--- src/rtl/binom_row_seq_pkg.sv ---
// Shared definitions for the Pascal-row sequencer: ALU op codes, widths and FSM states.
package binom_row_seq_pkg;

  localparam int ALU_W = 32;

  localparam logic [3:0] OP_ADD = 4'b0100;
  localparam logic [3:0] OP_SUB = 4'b0101;
  localparam logic [3:0] OP_MUL = 4'b0110;
  localparam logic [3:0] OP_DIV = 4'b0111;

  typedef enum logic [2:0] {
    IDLE,
    EMIT,
    SUB,
    MUL,
    INC,
    DIV
  } state_e;

endpackage

--- src/rtl/binom_row_seq_alu.sv ---
// Team 32-bit combinational ALU: arithmetic ops plus basic logic ops and a zero flag.
module binom_row_seq_alu
  import binom_row_seq_pkg::*;
#(
  parameter int DATA_W = 32
) (
  input  logic [3:0]        sel,
  input  logic [DATA_W-1:0] a,
  input  logic [DATA_W-1:0] b,
  output logic [DATA_W-1:0] y,
  output logic              zf
);

  always_comb begin
    y = '0;
    case (sel)
      4'b0000: y = a & b;
      4'b0001: y = a | b;
      4'b0010: y = a ^ b;
      4'b0011: y = ~a;
      OP_ADD:  y = a + b;
      OP_SUB:  y = a - b;
      OP_MUL:  y = a * b;
      // A zero divisor yields zero rather than an undefined result.
      OP_DIV:  y = (b == '0) ? '0 : a / b;
      default: y = '0;
    endcase
  end

  assign zf = (y == '0);

endmodule

--- src/rtl/binom_row_seq.sv ---
// Streams row n of Pascal's triangle using C(n,i) = C(n,i-1)*(n-i+1)/i,
// one shared-ALU operation per cycle, over a valid/ready output.
module binom_row_seq
  import binom_row_seq_pkg::*;
#(
  parameter int N_W  = 5,
  parameter int NMAX = 30
) (
  input  logic             clk,
  input  logic             rst,
  input  logic             start,
  input  logic [N_W-1:0]   n,
  output logic             busy,
  output logic             err,
  output logic             out_valid,
  input  logic             out_ready,
  output logic [ALU_W-1:0] out_data,
  output logic [N_W-1:0]   out_idx,
  output logic             out_last,
  output logic             done
);

  localparam logic [N_W-1:0] NMAX_V = N_W'(NMAX);

  state_e             state_q, state_d;
  logic [N_W-1:0]     n_q, n_d;
  logic [N_W-1:0]     i_q, i_d;
  logic [ALU_W-1:0]   acc_q, acc_d;
  logic [ALU_W-1:0]   t_q, t_d;
  logic               err_q, err_d;
  logic               done_q, done_d;

  logic [3:0]         alu_sel;
  logic [ALU_W-1:0]   alu_a, alu_b, alu_y;
  logic               alu_zf_unused;

  function automatic logic [ALU_W-1:0] zext(input logic [N_W-1:0] v);
    return {{(ALU_W-N_W){1'b0}}, v};
  endfunction

  binom_row_seq_alu #(.DATA_W(ALU_W)) u_alu (
    .sel (alu_sel),
    .a   (alu_a),
    .b   (alu_b),
    .y   (alu_y),
    .zf  (alu_zf_unused)
  );

  always_ff @(posedge clk or posedge rst) begin
    if (rst) begin
      state_q <= IDLE;
      n_q     <= '0;
      i_q     <= '0;
      acc_q   <= ALU_W'(1);
      t_q     <= '0;
      err_q   <= 1'b0;
      done_q  <= 1'b0;
    end else begin
      state_q <= state_d;
      n_q     <= n_d;
      i_q     <= i_d;
      acc_q   <= acc_d;
      t_q     <= t_d;
      err_q   <= err_d;
      done_q  <= done_d;
    end
  end

  always_comb begin
    state_d   = state_q;
    n_d       = n_q;
    i_d       = i_q;
    acc_d     = acc_q;
    t_d       = t_q;
    err_d     = 1'b0;
    done_d    = 1'b0;
    alu_sel   = OP_ADD;
    alu_a     = '0;
    alu_b     = '0;
    out_valid = 1'b0;
    out_data  = '0;
    out_idx   = '0;
    out_last  = 1'b0;
    case (state_q)
      IDLE: begin
        if (start) begin
          if (n > NMAX_V) begin
            err_d = 1'b1;
          end else begin
            n_d     = n;
            i_d     = '0;
            acc_d   = ALU_W'(1);
            state_d = EMIT;
          end
        end
      end
      EMIT: begin
        out_valid = 1'b1;
        out_data  = acc_q;
        out_idx   = i_q;
        out_last  = (i_q == n_q);
        if (out_ready) begin
          if (i_q == n_q) begin
            done_d  = 1'b1;
            state_d = IDLE;
          end else begin
            state_d = SUB;
          end
        end
      end
      SUB: begin
        alu_sel = OP_SUB;
        alu_a   = zext(n_q);
        alu_b   = zext(i_q);
        t_d     = alu_y;
        state_d = MUL;
      end
      MUL: begin
        alu_sel = OP_MUL;
        alu_a   = acc_q;
        alu_b   = t_q;
        acc_d   = alu_y;
        state_d = INC;
      end
      INC: begin
        alu_sel = OP_ADD;
        alu_a   = zext(i_q);
        alu_b   = ALU_W'(1);
        i_d     = alu_y[N_W-1:0];
        state_d = DIV;
      end
      DIV: begin
        // i already holds the new index here, so it is never zero.
        alu_sel = OP_DIV;
        alu_a   = acc_q;
        alu_b   = zext(i_q);
        acc_d   = alu_y;
        state_d = EMIT;
      end
      default: state_d = IDLE;
    endcase
  end

  assign busy = (state_q != IDLE);
  assign err  = err_q;
  assign done = done_q;

endmodule

--- config.mk ---
export PLATFORM = sky130hd
export DESIGN_NAME = binom_row_seq
export DESIGN_NICKNAME = d
export VERILOG_FILES = /design/src/rtl/binom_row_seq_pkg.sv /design/src/rtl/binom_row_seq_alu.sv /design/src/rtl/binom_row_seq.sv
export SDC_FILE = /design/constraint.sdc
export NUM_CORES = 2
export LEC_CHECK = 0
export CAP_MARGIN = 0
export CORE_MARGIN = 1.5
export CORE_UTILIZATION = 45
export CTS_CLUSTER_SIZE = 14
export DETAILED_ROUTE_END_ITERATION = 10
export PLACE_DENSITY_LB_ADDON = 0.2
export RECOVER_POWER = 50
export SYNTH_ARGS = -nofsm -noshare
export SYNTH_HDL_FRONTEND = slang
export SYNTH_SLANG_ARGS = --single-unit
--- constraint.sdc ---
create_clock -name clk -period 87.9 [get_ports clk]
set_input_delay 8.79 -clock clk [delete_from_list [all_inputs] [get_ports clk]]
set_output_delay 8.79 -clock clk [all_outputs]
set_load 0.02 [all_outputs]
==> results.toml <==
[cts]
clk_latency_ns = 0.39
cts.path.max_buffers = 2
cts_tree = "yes"
cts_resized = 0
post-cts-setup-buffer-count = 0
cts_buffers = 9
cts_num_sinks = 79
root_buffer = "clkbuf_16"
clk_pin_slew_ns = 0.07
h-tree-depth = 3
cts_hold_buf = 0

[place]
dpl_cell_area_um2 = 53700
pre_cts_ws_ns = 4.75
place_congestion = 1.06
hpwl_mm = 170
port_buffers = 50

[detailed_routing]
wl_per_cell_um = 25.9
dr_total_vias = 53600
drt-total-wl_mm = 217
drc = 0
firstDrtPassIters = 6
drt_iter0_markers = 5742
vias_per_cell = 6.39
ant_nets = 0

[setup_path]
worstSetupPathType = "reg -> reg"
cpMaxStageDelayCell = "o41ai_2"
worstPathArrival_ns = 83.76
worstPathRequired_ns = 88.18
path_max_fanout = 34
reg2reg_from = "state_q[0]"
crit_path_frequent_cell = "ha_1"
critPathBufInv = 31
crit_path_start = "state_q[0]"
cp-start-kind = "flip-flop"
end_kind = "flip-flop"
crit_family = "compound AO/OA/AOI/OAI gates"
critPathMaxStageDelay_ns = 0.89

[timing]
finalSetupViolations = 0
rsz0062_at_grt = "no"
skew_ns = 0.0183
fin_tns_setup_ns = 0
worst_slew_pin_slew_ns = 3.01
period_minus_slack_ns = 83.49
fmax_mhz = 12.0
worst_slack_ns = 4.41
hold_violations = 0
timing.max_slew.rel_slack_pct = -100
final-max-slew-violation-count = 129
period_share_pct = 95.0

[floorplanning]
fp.coreArea_um2 = 113000
die_y_um = 340
fp.dieW_um = 340
rows = 123
start_util_pct = 45.5
pin_count = 51
dieArea_um2 = 116000

[logic_synthesis]
ys.flop_type = "dfrtp_1"
yosys_register_bits = 79
seq_area_frac_synth_pct = 3.86
synth_top_area_share_pct = 16.8
syn_nets = 8053
yosys.cell_types.count = 115
synth_enable_flop_cells = 0
postSynthAreaPerCell_um2 = 7.38
yosys_warnings = 0
synth_largest_area_cell = "ha_1"
async_reset_ff_share_pct = 100
syn_area_um2 = 51200
synth_area_leaders = "ha_1 17%, fa_1 16%, nand2_1 6.5%"
synthCells = 6947

[status]
status = "complete, but fails checks"
violations = "capacitance limit, slew limit"

[final_layout]
finalNetCount = 7982
final-seq-area_um2 = 1980
area_growth_syn_to_layout_pct = 5.52
multiInputGateArea_um2 = 45800
drive_gt1_share_pct = 5.78
fillers = 11500
final_area_um2 = 54100

[worst_hold_path]
min_from = "t_q[4]"
hold_class = "reg -> reg"

[global_routing]
grt_pass1_vias = 51400
globalRouteTotalUtil_pct = 36.6
antenna_found_initial = 12
grt-ovfl-total = 0
grt_pass1_wl_mm = 323
grt_max_degree = 73

[job]
cap_violations = 4
path summary, 6_finish.rpt:
check	to	slack, ns	cells past startpoint
worst max-delay path	acc_q[0]	4.41	298
worst min-delay path	t_q[4]	0.48	2
worst max register to register	acc_q[0]	4.41	298
worst min register to register	t_q[4]	0.48	2
max in group asynchronous	acc_q[3]	75.02	3
min in group asynchronous	acc_q[16]	9.41	2
cell usage after synthesis, types with 17 or more instances:
cell / count
a21o_1: 220
o22ai_1: 18
nor2b_1: 46
nand2_1: 886
a221oi_1: 19
xnor2_1: 284
a211oi_1: 44
o21ai_0: 304
xor2_1: 169
dfrtp_1: 78
o21bai_1: 42
o31a_1: 17
and3_1: 54
o221ai_1: 18
mux2i_1: 55
fa_1: 409
o21ai_1: 22
a211o_1: 20
or3_1: 52
nand3_1: 185
buf_1: 33
nand4_1: 55
nor4_1: 27
o21a_1: 150
a31o_2: 18
or2_2: 32
buf_2: 29
a21boi_0: 29
and2_1: 111
inv_1: 686
mux2_2: 80
o211ai_1: 55
nand2b_1: 47
ha_1: 688
nor3_1: 177
o31ai_1: 54
clkbuf_1: 195
a22oi_1: 32
a21oi_1: 460
nor2_1: 631
a31oi_1: 74
layout by cell type, fill, tap and decap left out, drive strengths merged, types with 58 or more instances in the layout:
| master | count |
|---|---|
| and2 | 113 |
| mux2 | 80 |
| fa | 409 |
| o211ai | 59 |
| ha | 688 |
| nand3 | 188 |
| nand2 | 888 |
| a21o | 220 |
| inv | 692 |
| o21ai | 328 |
| o31ai | 58 |
| a31oi | 78 |
| nor3 | 178 |
| xor2 | 169 |
| nor2 | 633 |
| dfrtp | 78 |
| xnor2 | 284 |
| a21oi | 463 |
| buf | 128 |
| o21a | 150 |
registers in the layout (all words and copies together) (netlist names):
| register | count |
|---|---|
| done | 1 |
| t_q | 32 |
| acc_q | 32 |
| n_q | 5 |
| i_q | 5 |
| err | 1 |
| state_q | 3 |
stage by stage:
step                      instances  hold slack, ns  util, %
after floorplan                6947           0.438        -
after global placement         8365           0.462     47.7
after detailed placement       8365           0.456     47.7
after CTS                      8381           0.471     47.9
after global routing           8381           0.499     48.0
final                          8386           0.476     48.0
cell families after synthesis:
family,count (synthesis),synth area share [%]
muxes,135,2.83
adders and majority gates,1097,32.8
xor gates and xnor gates,453,7.74
buffers and inverters,961,7.19
and+or+nand+nor,2384,21.2
AOI/OAI and AO/OA,1838,24.4
DFF,79,3.86
routing by layer:
layer  GRT usage [%]  up-vias  wire [um]
met3            6.07      703      21200
met2            56.1     2873      92200
li1                -    24200          -
met5               0        -         74
met1            48.6    25800      88700
met4            20.9       10      15200
worst min-delay path: cells and delay by family (launching register included):
family           cells  cell delay [ns]
DFF                  1             0.34
and+or+nand+nor      2             0.10
area by class of cell:
type	instances	area share (%)
inverter	697	4.85
antenna	5	0.0231
clock buffer	10	0.423
tap	1500	3.47
sequential	79	3.66
timing repair buffer	182	2.75
clock inverter	6	0.171
multi-input combinational	5907	84.6
Power is not shown: default switching activity piles up to over one toggle a cycle in this logic, so the estimate is an artifact.
